$ cat src/rtl/l8_pkg.sv
// Shared definitions for the layer-8 output address generator: default
// geometry, FSM state encoding and the z-counter wrap check.
package l8_pkg;

  localparam int IMG_W_L8  = 14;
  localparam int IMG_H_L8  = 14;
  localparam int N_FILT_L8 = 32;
  localparam int ADDR_W_L8 = 13;

  typedef enum logic [1:0] {
    IDLE  = 2'd0,
    RUN   = 2'd1,
    DRAIN = 2'd2,
    DONE  = 2'd3
  } state_e;

  // The z counter only ever wraps out of the values 1 or 3.
  function automatic logic z_wrap_ok(input logic [1:0] z_v);
    return (z_v == 2'd1) || (z_v == 2'd3);
  endfunction

endpackage

$ cat src/rtl/pos_count_l8.sv
// Cascaded col -> row -> filt wrap counter; tc flags the final position.
module pos_count_l8
  import l8_pkg::*;
#(
  parameter int IMG_W  = IMG_W_L8,
  parameter int IMG_H  = IMG_H_L8,
  parameter int N_FILT = N_FILT_L8
) (
  input  logic                      clk,
  input  logic                      rst,
  input  logic                      clr,
  input  logic                      en,
  output logic [$clog2(IMG_W)-1:0]  col,
  output logic [$clog2(IMG_H)-1:0]  row,
  output logic [$clog2(N_FILT)-1:0] filt,
  output logic                      tc
);

  localparam int CW = $clog2(IMG_W);
  localparam int RW = $clog2(IMG_H);
  localparam int FW = $clog2(N_FILT);

  localparam logic [CW-1:0] COL_MAX  = CW'(IMG_W - 1);
  localparam logic [RW-1:0] ROW_MAX  = RW'(IMG_H - 1);
  localparam logic [FW-1:0] FILT_MAX = FW'(N_FILT - 1);

  logic [CW-1:0] col_q, col_d;
  logic [RW-1:0] row_q, row_d;
  logic [FW-1:0] filt_q, filt_d;

  // Position registers
  always_ff @(posedge clk) begin
    if (rst) begin
      col_q  <= {CW{1'b0}};
      row_q  <= {RW{1'b0}};
      filt_q <= {FW{1'b0}};
    end else begin
      col_q  <= col_d;
      row_q  <= row_d;
      filt_q <= filt_d;
    end
  end

  // Next position: each stage only moves when every faster stage wraps
  always_comb begin
    col_d  = col_q;
    row_d  = row_q;
    filt_d = filt_q;
    if (clr) begin
      col_d  = {CW{1'b0}};
      row_d  = {RW{1'b0}};
      filt_d = {FW{1'b0}};
    end else if (en) begin
      if (col_q == COL_MAX) begin
        col_d = {CW{1'b0}};
        if (row_q == ROW_MAX) begin
          row_d = {RW{1'b0}};
          if (filt_q == FILT_MAX) begin
            filt_d = {FW{1'b0}};
          end else begin
            filt_d = filt_q + FW'(1'b1);
          end
        end else begin
          row_d = row_q + RW'(1'b1);
        end
      end else begin
        col_d = col_q + CW'(1'b1);
      end
    end else begin
      col_d  = col_q;
      row_d  = row_q;
      filt_d = filt_q;
    end
  end

  assign col  = col_q;
  assign row  = row_q;
  assign filt = filt_q;
  assign tc   = (col_q == COL_MAX) && (row_q == ROW_MAX) && (filt_q == FILT_MAX);

endmodule

$ cat src/rtl/out_addr_gen_l8.sv
// Turns z-loop pixel-complete pulses into output-buffer writes with linear
// filter-major addresses, one pending slot of back-pressure absorption.
module out_addr_gen_l8
  import l8_pkg::*;
#(
  parameter int IMG_W  = IMG_W_L8,
  parameter int IMG_H  = IMG_H_L8,
  parameter int N_FILT = N_FILT_L8,
  parameter int ADDR_W = ADDR_W_L8
) (
  input  logic                      clk,
  input  logic                      rst,
  input  logic                      start,
  input  logic [1:0]                z,
  input  logic                      z_zero,
  input  logic                      wr_ready,
  output logic                      wr_en,
  output logic [ADDR_W-1:0]         wr_addr,
  output logic [$clog2(IMG_W)-1:0]  col,
  output logic [$clog2(IMG_H)-1:0]  row,
  output logic [$clog2(N_FILT)-1:0] filt,
  output logic                      busy,
  output logic                      done,
  output logic                      ovf_err,
  output logic                      proto_err
);

  localparam logic [ADDR_W-1:0] LAST_ADDR = ADDR_W'(IMG_W * IMG_H * N_FILT - 1);

  state_e              state_q, state_d;
  logic                pend_q, pend_d;
  logic [ADDR_W-1:0]   wr_addr_q, wr_addr_d;
  logic                busy_q, busy_d;
  logic                done_q, done_d;
  logic                ovf_q, ovf_d;
  logic                proto_q, proto_d;
  logic                accept_s, capture_s, clr_s, tc_s, run_s;

  pos_count_l8 #(
    .IMG_W  (IMG_W),
    .IMG_H  (IMG_H),
    .N_FILT (N_FILT)
  ) u_pos (
    .clk  (clk),
    .rst  (rst),
    .clr  (clr_s),
    .en   (accept_s),
    .col  (col),
    .row  (row),
    .filt (filt),
    .tc   (tc_s)
  );

  // State, pending slot, address and flag registers
  always_ff @(posedge clk) begin
    if (rst) begin
      state_q   <= IDLE;
      pend_q    <= 1'b0;
      wr_addr_q <= {ADDR_W{1'b0}};
      busy_q    <= 1'b0;
      done_q    <= 1'b0;
      ovf_q     <= 1'b0;
      proto_q   <= 1'b0;
    end else begin
      state_q   <= state_d;
      pend_q    <= pend_d;
      wr_addr_q <= wr_addr_d;
      busy_q    <= busy_d;
      done_q    <= done_d;
      ovf_q     <= ovf_d;
      proto_q   <= proto_d;
    end
  end

  // Next-state, pending slot, address and sticky error logic
  always_comb begin
    state_d   = state_q;
    clr_s     = 1'b0;
    run_s     = (state_q == RUN);
    accept_s  = pend_q && wr_ready;
    // A freed slot on the same edge lets a new pulse in without overflow.
    capture_s = run_s && z_zero && (!pend_q || wr_ready);
    ovf_d     = ovf_q || (run_s && z_zero && pend_q && !wr_ready);
    proto_d   = proto_q || (run_s && z_zero && !z_wrap_ok(z));

    if (accept_s) begin
      wr_addr_d = (wr_addr_q == LAST_ADDR) ? {ADDR_W{1'b0}} : wr_addr_q + ADDR_W'(1'b1);
    end else begin
      wr_addr_d = wr_addr_q;
    end

    if (capture_s) begin
      pend_d = 1'b1;
    end else if (accept_s) begin
      pend_d = 1'b0;
    end else begin
      pend_d = pend_q;
    end

    case (state_q)
      IDLE: begin
        if (start) begin
          state_d = RUN;
          clr_s   = 1'b1;
        end else begin
          state_d = IDLE;
        end
      end
      RUN: begin
        // The captured pixel sits at wr_addr_d; once that is the last one, stop taking pulses.
        if (capture_s && (wr_addr_d == LAST_ADDR)) begin
          state_d = DRAIN;
        end else begin
          state_d = RUN;
        end
      end
      DRAIN: begin
        if (accept_s && tc_s) begin
          state_d = DONE;
        end else begin
          state_d = DRAIN;
        end
      end
      DONE: begin
        if (start) begin
          state_d = RUN;
          clr_s   = 1'b1;
        end else begin
          state_d = IDLE;
        end
      end
      default: begin
        state_d = IDLE;
      end
    endcase

    if (clr_s) begin
      wr_addr_d = {ADDR_W{1'b0}};
      pend_d    = 1'b0;
    end else begin
      wr_addr_d = wr_addr_d;
      pend_d    = pend_d;
    end

    busy_d = (state_d == RUN) || (state_d == DRAIN);
    done_d = (state_d == DONE);
  end

  assign wr_en     = pend_q;
  assign wr_addr   = wr_addr_q;
  assign busy      = busy_q;
  assign done      = done_q;
  assign ovf_err   = ovf_q;
  assign proto_err = proto_q;

endmodule

$ cat config.mk
export PLATFORM = sky130hd
export DESIGN_NAME = out_addr_gen_l8
export DESIGN_NICKNAME = d
export VERILOG_FILES = /design/src/rtl/l8_pkg.sv /design/src/rtl/pos_count_l8.sv /design/src/rtl/out_addr_gen_l8.sv
export SDC_FILE = /design/constraint.sdc
export NUM_CORES = 1
export LEC_CHECK = 0
export ABC_AREA = 1
export ABC_CLOCK_PERIOD_IN_PS = 3190
export BUFFER_PORTS_ARGS = -buffer_cell sky130_fd_sc_hd__buf_4
export CORE_MARGIN = 2
export CORE_UTILIZATION = 55
export DETAILED_ROUTE_END_ITERATION = 10
export GPL_ROUTABILITY_DRIVEN = 0
export HOLD_SLACK_MARGIN = 0.15
export PLACE_DENSITY = 0.8
export SYNTH_ARGS = -nofsm -noshare
export SYNTH_HDL_FRONTEND = slang
export SYNTH_SLANG_ARGS = --single-unit
$ cat constraint.sdc
create_clock -name clk -period 3.19 [get_ports clk]
set_input_delay 0.638 -clock clk [delete_from_list [all_inputs] [get_ports clk]]
set_output_delay 0.638 -clock clk [all_outputs]
set_load 0.005 [all_outputs]
==> metrics.txt <==
run status=finished, final reports clean; crit-path most repeated cell=nand2_1; Routed WL=3720 um; commonest non-fill, non-tap cell in the layout=nand2_1; Hold Crit Class=flip-flop to flip-flop; CTS tree=built; MaxCap Viol Count=0; Area contributors post-synth=dfxtp_1 37%, nand2_1 13%, nor2_1 9.6%, inv_1 8.1%, ha_1 5.0%; DRT iter0 DRCs=between 100 and 150; worst-path fanout max=13; total congestion overflow=0; Crit path buffers/inverters=4; flops & latches, synth=33; # hold bufs at CTS=0; WP depth=17; Slew @ Worst Pin=0.463 ns; Worst Skew=0.0139 ns; initial antenna violation count=0; RSZ-0062 raised after global routing=false; initial core utilization=0.577; sw frac=0.242; CP max stage delay=just under 0.3 ns; WP data required=approximately 3.4 ns; WS Path Type=primary input to flip-flop; synthesis warning total=0; Post-CTS Resized=0; clk_lat worst skew=0.33 ns; worst-case vdd ir drop=0.000211 V; final hold slack=about 0.47 ns; DR vias=1,741; Die Y=around 61 um; Clock Tree Buf Depth=2; Hold Violations, Final=0; H-tree Lvls=2; cts bufs inserted=5; register area share after synthesis=0.375; final antenna-violating net count=0; drt via density=about 5; Post-Syn Area=1760 sq um; crit path capture type=flip-flop; postcts setup bufs=0; most frequent cells in the layout=62 x nand2_1, 45 x nor2_1, 38 x inv_1; PwrDens=397 nW/um^2; post-synth top area share=0.375; io pins=38; n_diodes=0; max-slew violations=0; final setup violation count=0; largest net degree at the start of global routing=15; first-pass detailed-route iteration total=4; FF+latch area=about 660 sq um; worst reg2reg path depth=17; DP HPWL=2840 um; Peak Freq=0.436 GHz; worst slack, placed=0.552 ns; Yosys top cell by area=dfxtp_1; Die W=60.6 um; Seq pwr share=0.501; fillcell total=~300; Clk pin slew, worst setup/hold paths=0.10 ns; family with the most delay on the worst path=simple AND/OR/NAND/NOR gates; Netlist cell types=25; setup TNS=0 ns; Worst Setup Start Kind=primary input; LEAKAGE=between 0.9 and 1 nW; Multi-input gate area=about 940 sq um; worst setup margin=0.897 ns; Layout area overhead=22.9%; clock period minus worst slack=2.29 ns; per-cell routed wire length=approximately 11 um; GRT Total Usage=0.226; Sw Pwr=0.000208 W; CTS root buf=clkbuf_4; crit path DAT=2.53 ns; Cells after Synth=262; first-pass GRT wire length=6260 um; Clk network pwr share=0.383; FP Rows=20; Syn Nets=roughly 280; logic gate share of total power=0.116; Placed Area=2080 sq um; Core ar.=3050 sq um; syn_area_per_cell=6.73 sq um; Die ar.=approximately 3700 sq um; crit-path cells=buf_4, nand2_2, inv_2, nand2_1, nor2_2, nand2_1, nand2_1, nor2_1, nand3_1, nor2_1, nand2_1, nand2_2, nand2_2, inv_1, ha_1, inv_1, nor2_1; nets=318; share of cells above drive strength 1=0.203; Sink Count=33; fin crit share=0.719; Max transition margin=0.691; DRC Markers=0; port buffer count=36; Slowest cell on crit path=nand2_2; vias in the first global route=1,456; Cell Int Power=0.000652 W; Hold Path Depth=2; cell area after layout=approximately 2200 sq um
## kinds of logic (layout without fill, tap and decap cells)
family | count (synthesis) | count (layout) | synth area share
simple gates | 156 | 156 | 0.405
compound gates | 23 | 23 | 0.0696
flops | 33 | 33 | 0.375
buf+inv | 41 | 84 | 0.0916
fa+ha+maj | 7 | 7 | 0.0497
xor+xnor | 2 | 2 | 0.00994
## worst min-delay path, delay by kind of cell, from the launching register on
family,cells,cell delay (ns)
DFF,1,0.34
and+or+nand+nor,2,0.11
## power groups by stage
stage	sequential, W	combinational (W)	clock (W)
after floorplan	0.000441	0.0000640	0
after global placement	0.000440	0.0000979	0
after detailed placement	0.000441	0.000101	0
after CTS	0.000431	0.000102	0.000340
after global routing	0.000433	0.000117	0.000351
final	0.000431	0.0000997	0.000329
## metal layers
layer  wire length [um]  GRT usage  vias to the layer above
li1                   -          -                      910
met1               1680      0.294                      773
met2               1750      0.361                       52
met3                235     0.0490                        6
met4                 52     0.0994                        0
met5                  0          0                        -
## flip-flops by register name (all words and copies together) (netlist names), 2 cells and up
name        flops
wr_addr        13
u_pos.filt      5
u_pos.col       4
u_pos.row       4
state_q         2
## layout make-up
cell class | count | area share
multi-input combinational | 188 | 0.434
sequential | 33 | 0.305
timing repair buffer | 37 | 0.128
inverter | 39 | 0.0676
clock buffer | 7 | 0.0254
tap | 44 | 0.0254
clock inverter | 1 | 0.0139
## per-stage QoR
step / power (W) / cells / utilization
2_1_floorplan: 0.000505 / 262 / -
3_3_place_gp: 0.000538 / 341 / 0.682
3_5_place_dp: 0.000542 / 341 / 0.682
4_1_cts: 0.000873 / 349 / 0.709
5_1_grt: 0.000901 / 349 / 0.709
6_report: 0.000860 / 349 / 0.709
## final timing paths
path	startpoint	slack [ns]	to
max	wr_ready	0.90	busy$_SDFF_PP0_
max reg2reg	wr_addr[1]$_SDFF_PP0_	0.96	busy$_SDFF_PP0_
min reg2reg	proto_err$_SDFF_PP0_	0.47	proto_err$_SDFF_PP0_
min	proto_err$_SDFF_PP0_	0.47	proto_err$_SDFF_PP0_
## synth_stat cells
library cell,n
nand4_1,9
dfxtp_1,33
a21oi_1,12
xnor2_1,1
a211oi_1,1
nand3_2,2
inv_2,1
o21ba_2,1
nand2_2,3
o21ai_0,7
ha_1,7
nor3_2,1
xor2_1,1
buf_6,1
nor2_1,45
clkbuf_1,1
nand3_1,13
nor4_1,2
o21ai_1,2
nor2_2,6
inv_1,38
nor2_4,4
nand2_1,62
nor3_1,8
or2_0,1
Power figures use the tool's default switching activity.
